$ cat src/rtl/piso_tx_scheduler.sv
// piso_tx_scheduler: round-robin owner of one shared parallel-in/serial-out
// shifter. It grants one requester, captures that requester's word and
// shifts it out MSB first with sval/sfirst framing. It then holds the link
// idle for GAP cycles before it arbitrates again.
//
// Handshake (req/gnt): a requester raises req with its word on data and
// holds both steady. The word is captured at the edge after which gnt pulses
// for one cycle. The requester must drop req, or present its next word, at
// the edge that follows the cycle in which it sees gnt. req is only looked at
// on decision edges, so changes between them have no effect.
module piso_tx_scheduler #(
  parameter int NREQ  = 4,
  parameter int WIDTH = 4,
  parameter int GAP   = 1
) (
  input  logic                    clk,
  input  logic                    clear,
  input  logic [NREQ-1:0]         req,
  input  logic [NREQ*WIDTH-1:0]   data,
  output logic [NREQ-1:0]         gnt,
  output logic                    sout,
  output logic                    sval,
  output logic                    sfirst,
  output logic [$clog2(NREQ)-1:0] src,
  output logic                    busy,
  output logic [1:0]              dbg_state
);

  localparam int SW = $clog2(NREQ);
  localparam int CW = (WIDTH > 1) ? $clog2(WIDTH) : 1;
  localparam int GW = 4;

  typedef enum logic [1:0] {
    S_IDLE  = 2'd0,
    S_SHIFT = 2'd1,
    S_GAP   = 2'd2
  } state_t;

  state_t            state_q, state_d;
  logic [WIDTH-1:0]  shreg_q, shreg_d;
  logic [CW-1:0]     bit_cnt_q, bit_cnt_d;
  logic [GW-1:0]     gap_cnt_q, gap_cnt_d;
  logic [SW-1:0]     last_q, last_d;
  logic [NREQ-1:0]   gnt_q, gnt_d;
  logic              sval_q, sval_d;
  logic              sfirst_q, sfirst_d;
  logic [SW-1:0]     src_q, src_d;
  logic              busy_q, busy_d;

  logic              pick_valid;
  logic [SW-1:0]     pick_idx;
  logic [SW-1:0]     cand;
  logic [WIDTH-1:0]  pick_word;
  logic              decide;

  // Round-robin pick: first asserted req starting just after the last grant.
  always_comb begin
    pick_valid = 1'b0;
    pick_idx   = '0;
    cand       = '0;
    for (int i = 1; i <= NREQ; i++) begin
      cand = SW'((int'(last_q) + i) % NREQ);
      if (!pick_valid && req[cand]) begin
        pick_valid = 1'b1;
        pick_idx   = cand;
      end
    end
    pick_word = data[pick_idx*WIDTH +: WIDTH];
  end

  // Next-state logic: shift or count down the gap, and arbitrate on decision edges.
  always_comb begin
    state_d   = state_q;
    shreg_d   = shreg_q;
    bit_cnt_d = bit_cnt_q;
    gap_cnt_d = gap_cnt_q;
    last_d    = last_q;
    gnt_d     = '0;
    sval_d    = sval_q;
    sfirst_d  = 1'b0;
    src_d     = src_q;
    decide    = 1'b0;

    case (state_q)
      S_IDLE: decide = 1'b1;
      S_SHIFT: begin
        // The shifter fills with zeros, so it is all-zero once a frame ends
        // and sout stays low outside frames without extra gating.
        shreg_d = {shreg_q[WIDTH-2:0], 1'b0};
        if (bit_cnt_q == '0) begin
          if (GAP > 0) begin
            state_d   = S_GAP;
            gap_cnt_d = GW'(GAP - 1);
            sval_d    = 1'b0;
          end else begin
            decide = 1'b1;
          end
        end else begin
          bit_cnt_d = bit_cnt_q - CW'(1);
        end
      end
      S_GAP: begin
        if (gap_cnt_q == '0) begin
          decide = 1'b1;
        end else begin
          gap_cnt_d = gap_cnt_q - GW'(1);
        end
      end
      default: state_d = S_IDLE;
    endcase

    if (decide) begin
      if (pick_valid) begin
        state_d         = S_SHIFT;
        shreg_d         = pick_word;
        bit_cnt_d       = CW'(WIDTH - 1);
        gnt_d[pick_idx] = 1'b1;
        src_d           = pick_idx;
        last_d          = pick_idx;
        sval_d          = 1'b1;
        sfirst_d        = 1'b1;
      end else begin
        state_d = S_IDLE;
        sval_d  = 1'b0;
      end
    end

    busy_d = (state_d != S_IDLE);
  end

  // State and registered outputs; clear aborts any frame in progress.
  always_ff @(posedge clk) begin
    if (clear) begin
      state_q   <= S_IDLE;
      shreg_q   <= '0;
      bit_cnt_q <= '0;
      gap_cnt_q <= '0;
      last_q    <= SW'(NREQ - 1);
      gnt_q     <= '0;
      sval_q    <= 1'b0;
      sfirst_q  <= 1'b0;
      src_q     <= '0;
      busy_q    <= 1'b0;
    end else begin
      state_q   <= state_d;
      shreg_q   <= shreg_d;
      bit_cnt_q <= bit_cnt_d;
      gap_cnt_q <= gap_cnt_d;
      last_q    <= last_d;
      gnt_q     <= gnt_d;
      sval_q    <= sval_d;
      sfirst_q  <= sfirst_d;
      src_q     <= src_d;
      busy_q    <= busy_d;
    end
  end

  assign gnt       = gnt_q;
  assign sout      = shreg_q[WIDTH-1];
  assign sval      = sval_q;
  assign sfirst    = sfirst_q;
  assign src       = src_q;
  assign busy      = busy_q;
  assign dbg_state = state_q;

endmodule

$ cat config.mk
export PLATFORM = sky130hd
export DESIGN_NAME = piso_tx_scheduler
export DESIGN_NICKNAME = d
export VERILOG_FILES = /design/src/rtl/piso_tx_scheduler.sv
export SDC_FILE = /design/constraint.sdc
export NUM_CORES = 1
export LEC_CHECK = 0
export BUFFER_PORTS_ARGS = -buffer_cell sky130_fd_sc_hd__buf_2
export CAP_MARGIN = 10
export CORE_ASPECT_RATIO = 0.7
export CORE_MARGIN = 2
export CORE_UTILIZATION = 45
export DETAILED_ROUTE_END_ITERATION = 6
export PLACE_DENSITY = 0.82
export SYNTH_ARGS = -nofsm -noshare
export SYNTH_HDL_FRONTEND = slang
export SYNTH_SLANG_ARGS = --single-unit
$ cat constraint.sdc
create_clock -name clk -period 4.25 [get_ports clk]
set_input_delay 1.0625 -clock clk [delete_from_list [all_inputs] [get_ports clk]]
set_output_delay 1.0625 -clock clk [all_outputs]
set_load 0.05 [all_outputs]
==> qor.tcl <==
set qor(initial_utilization_pct) 46.3
set qor(netlist_instances) 128
set qor(drive_gt1_share_pct) 27.6
set qor(synth_ff_type) {dfxtp_1}
set qor(floorplan.core_area_sq_um) 2400
set qor(rsz0062_at_grt) {no}
set qor(n_antenna_cell) 0
set qor(hpwl_um) 1980
set qor(gr-total-overflow) 0
set qor(detailedRoute.firstIterationViolations) 58
set qor(number_of_slew_limit_violations_in_the_final_report) 0
set qor(post-synth-top-count-cell) {dfxtp_1}
set qor(vias) 1042
set qor(hold-worst-slack_ns) 0.456
set qor(worst_case_setup_slack_after_placement_ns) 1.77
set qor(comb_power_share_pct) 34.9
set qor(grt_start_max_net_pins) 17
set qor(critPathCaptureType) {flop}
set qor(clock-root-buffer) {clkbuf_4}
set qor(power_report.internal_total_uw) 351
set qor(tritoncts_clock_tree) {yes}
set qor(synth_top_area_share_pct) 41.4
set qor(leakage_uw) 0.000581
set qor(synth_cell_types) 34
set qor(final_core_utilization_pct) 55.3
set qor(cts-resized-gates) 0
set qor(synth_area_leaders) {dfxtp_1 41%, nand2_1 5.4%, a21oi_1 4.5%, nor2_1 4.1%, a221oi_1 3.9%}
set qor(worst_ep_required_time_ns) 4.46
set qor(nFillCells) 230
set qor(synthesis.nets) 151
set qor(routedWlPerCell_um) 13.1
set qor(clock_path_buffers) 2
set qor(path_delay_family) {simple AND/OR/NAND/NOR gates}
set qor(net_sw_power_uw) 209
set qor(start_kind) {primary input}
set qor(remaining_drc_errors) 0
set qor(dieHeight_um) 45.6
set qor(num_rows) 15
set qor(worst_clock_skew_ns) 0.0108
set qor(synth_top_area_cell) {dfxtp_1}
set qor(critical_path.max_fanout) 7
set qor(die_width_um) 63.4
set qor(worst_slew_margin_rel_pct) 58.5
set qor(peakVddDrop_v) 0.000185
set qor(port_buffers) 33
set qor(power.clock.fraction_pct) 17.8
set qor(timing.final.setup_violations) 0
set qor(synth_seq_cells) 23
set qor(timing.final.crit_share_pct) 51.7
set qor(synth.yosys.warnings) 0
set qor(drv.max_cap_violation_count) 0
set qor(place.detailed.instances) 193
set qor(globalRouteTotalUtil_pct) 19.3
set qor(totalNegativeSetupSlack_ns) 0
set qor(power.density_nw_per_um2) 421
set qor(critical_path_buf_inv_count) 1
set qor(first_pass_grt_wire_length_um) 4250
set qor(yosysSeqAreaShare_pct) 41.4
set qor(post_layout_nonfiller_instances) 197
set qor(synth_enable_flop_cells) 0
set qor(clock_sinks) 23
set qor(cts_setup_buffers) 0
set qor(seq_power_share_pct) 47.3
set qor(crit_path_top_delay_cell) {nor3_2}
set qor(cts_made_buffers) 3
set qor(cts_hold_buf) 0
set qor(clk_latency_ns) 0.31
set qor(yosys-top-cells-count) {23 x dfxtp_1, 16 x nand2_1, 12 x nor2_1}
set qor(timing.fmax_mhz) 455
set qor(cpPeakStageDelay_ns) 0.54
set qor(setup_ws_ns) 2.05
set qor(syn-cell-area_sq_um) 1110
set qor(timing.setup.critical_path_class) {in2reg}
set qor(clock_slew_seen_by_the_registers_of_the_worst_setup_and_hold_paths_ns) 0.13
set qor(area_enclosed_by_the_die_boundary_sq_um) 2890
set qor(period_minus_slack_ns) 2.20
set qor(place_congestion) 0.924
set qor(via_per_inst) 5.29
set qor(synth_area_per_cell_sq_um) 8.68
set qor(io_pins) 34
set qor(drt_pre_antenna_iters) 4
set qor(antenna_left) 0
set qor(crit_chain) {buf_2 > or2b_2 > a21oi_1 > nor3_2 > mux2i_1 > o22ai_1}
set qor(worstMarginPinSlew_ns) 0.620
set qor(synth_async_sr_flop_share_pct) 0
set qor(outcome) {complete, no violations}
set qor(grt_pass1_vias) 956
set qor(design.final.nets) 187
set qor(grt_antenna_before_repair) 0
set qor(timing.hold.worst.class) {reg2reg}
set qor(final-hold-violation-count) 0
set qor(worst-endpoint-arrival_ns) 2.41
set qor(htree_levels) 1
set qor(detail_route.wirelength_um) 2590
set qor(layout-area-overhead-vs-synth_pct) 19.6
set qor(switching_share_pct) 37.4
stage by stage:
stage	total power (uW)	instance area, sq um
after floorplan	415	1110
after global placement	454	1300
after detailed placement	462	1300
after CTS	563	1330
after global routing	595	1330
final	560	1330
final cells by class:
cell class / instances / area [sq um] / area share, %
Clock inverter: 1 / 5.00 / 0.377
Clock buffer: 3 / 22.5 / 1.69
Inverter: 6 / 22.5 / 1.69
Multi-Input combinational cell: 97 / 611 / 46.0
Sequential cell: 23 / 460 / 34.7
Timing Repair Buffer: 33 / 165 / 12.4
Tap cell: 34 / 42.5 / 3.20
final timing paths:
check	start	end	slack, ns	cells past startpoint
max	req[3]	shreg_q[1]$_SDFF_PP0_	2.05	6
min reg2reg	sval$_SDFFE_PP0P_	sval$_SDFFE_PP0P_	0.46	2
min	sval$_SDFFE_PP0P_	sval$_SDFFE_PP0P_	0.46	2
max reg2reg	gap_cnt_q[0]$_SDFFE_PP0P_	shreg_q[3]$_SDFF_PP0_	2.25	7
registers in the layout, indices dropped and copies added (netlist names):
| register | cells |
|---|---|
| dbg_state | 2 |
| gnt | 4 |
| src | 2 |
| shreg_q | 4 |
| bit_cnt_q | 2 |
| sval | 1 |
| gap_cnt_q | 4 |
| busy | 1 |
| last_q | 2 |
| sfirst | 1 |
power groups by stage:
stage	Clock, uW	Combinational (uW)	Sequential, uW
global route	115	212	268
CTS	104	195	264
global placement	0	187	267
detailed placement	0	194	269
finish	99.9	195	265
floorplan	0	106	308
cell families after synthesis:
family | after synthesis | synth area share, %
flip-flops | 23 | 41.4
adder cells (fa/ha/maj) | 1 | 1.13
XOR/XNOR | 3 | 2.37
AND/OR/NAND/NOR | 57 | 28.2
AO/OA/AOI/OAI | 32 | 19.7
buffers and inverters | 8 | 3.60
multiplexers | 4 | 3.60
layer usage:
metal | track usage, % | up-vias | wire length (um)
li1 | - | 522 | -
met5 | 0 | - | 0
met2 | 30.3 | 35 | 1130
met4 | 6.09 | 0 | 12
met3 | 7.92 | 2 | 233
met1 | 24.5 | 483 | 1210
tightest hold or removal path, stage by stage, from the launching register on:
cell	delay [ns]
dfxtp_1	0.33
nand2_1	0.05
nand2_1	0.04
placed cells by master (no fill, tap or decap), types with 2 or more instances in the layout:
cell type,n
nor3b_1,2
nor2b_1,3
a31o_1,3
inv_1,6
buf_2,33
o22ai_1,5
a221oi_1,5
a21o_1,2
nor2_1,12
nand2b_1,5
a21oi_1,10
mux2i_1,4
a31oi_1,2
o21ai_0,3
or2_0,4
dfxtp_1,23
xnor2_1,3
clkbuf_4,3
nand2_1,16
nor3_1,4
Power figures use the tool's default switching activity.
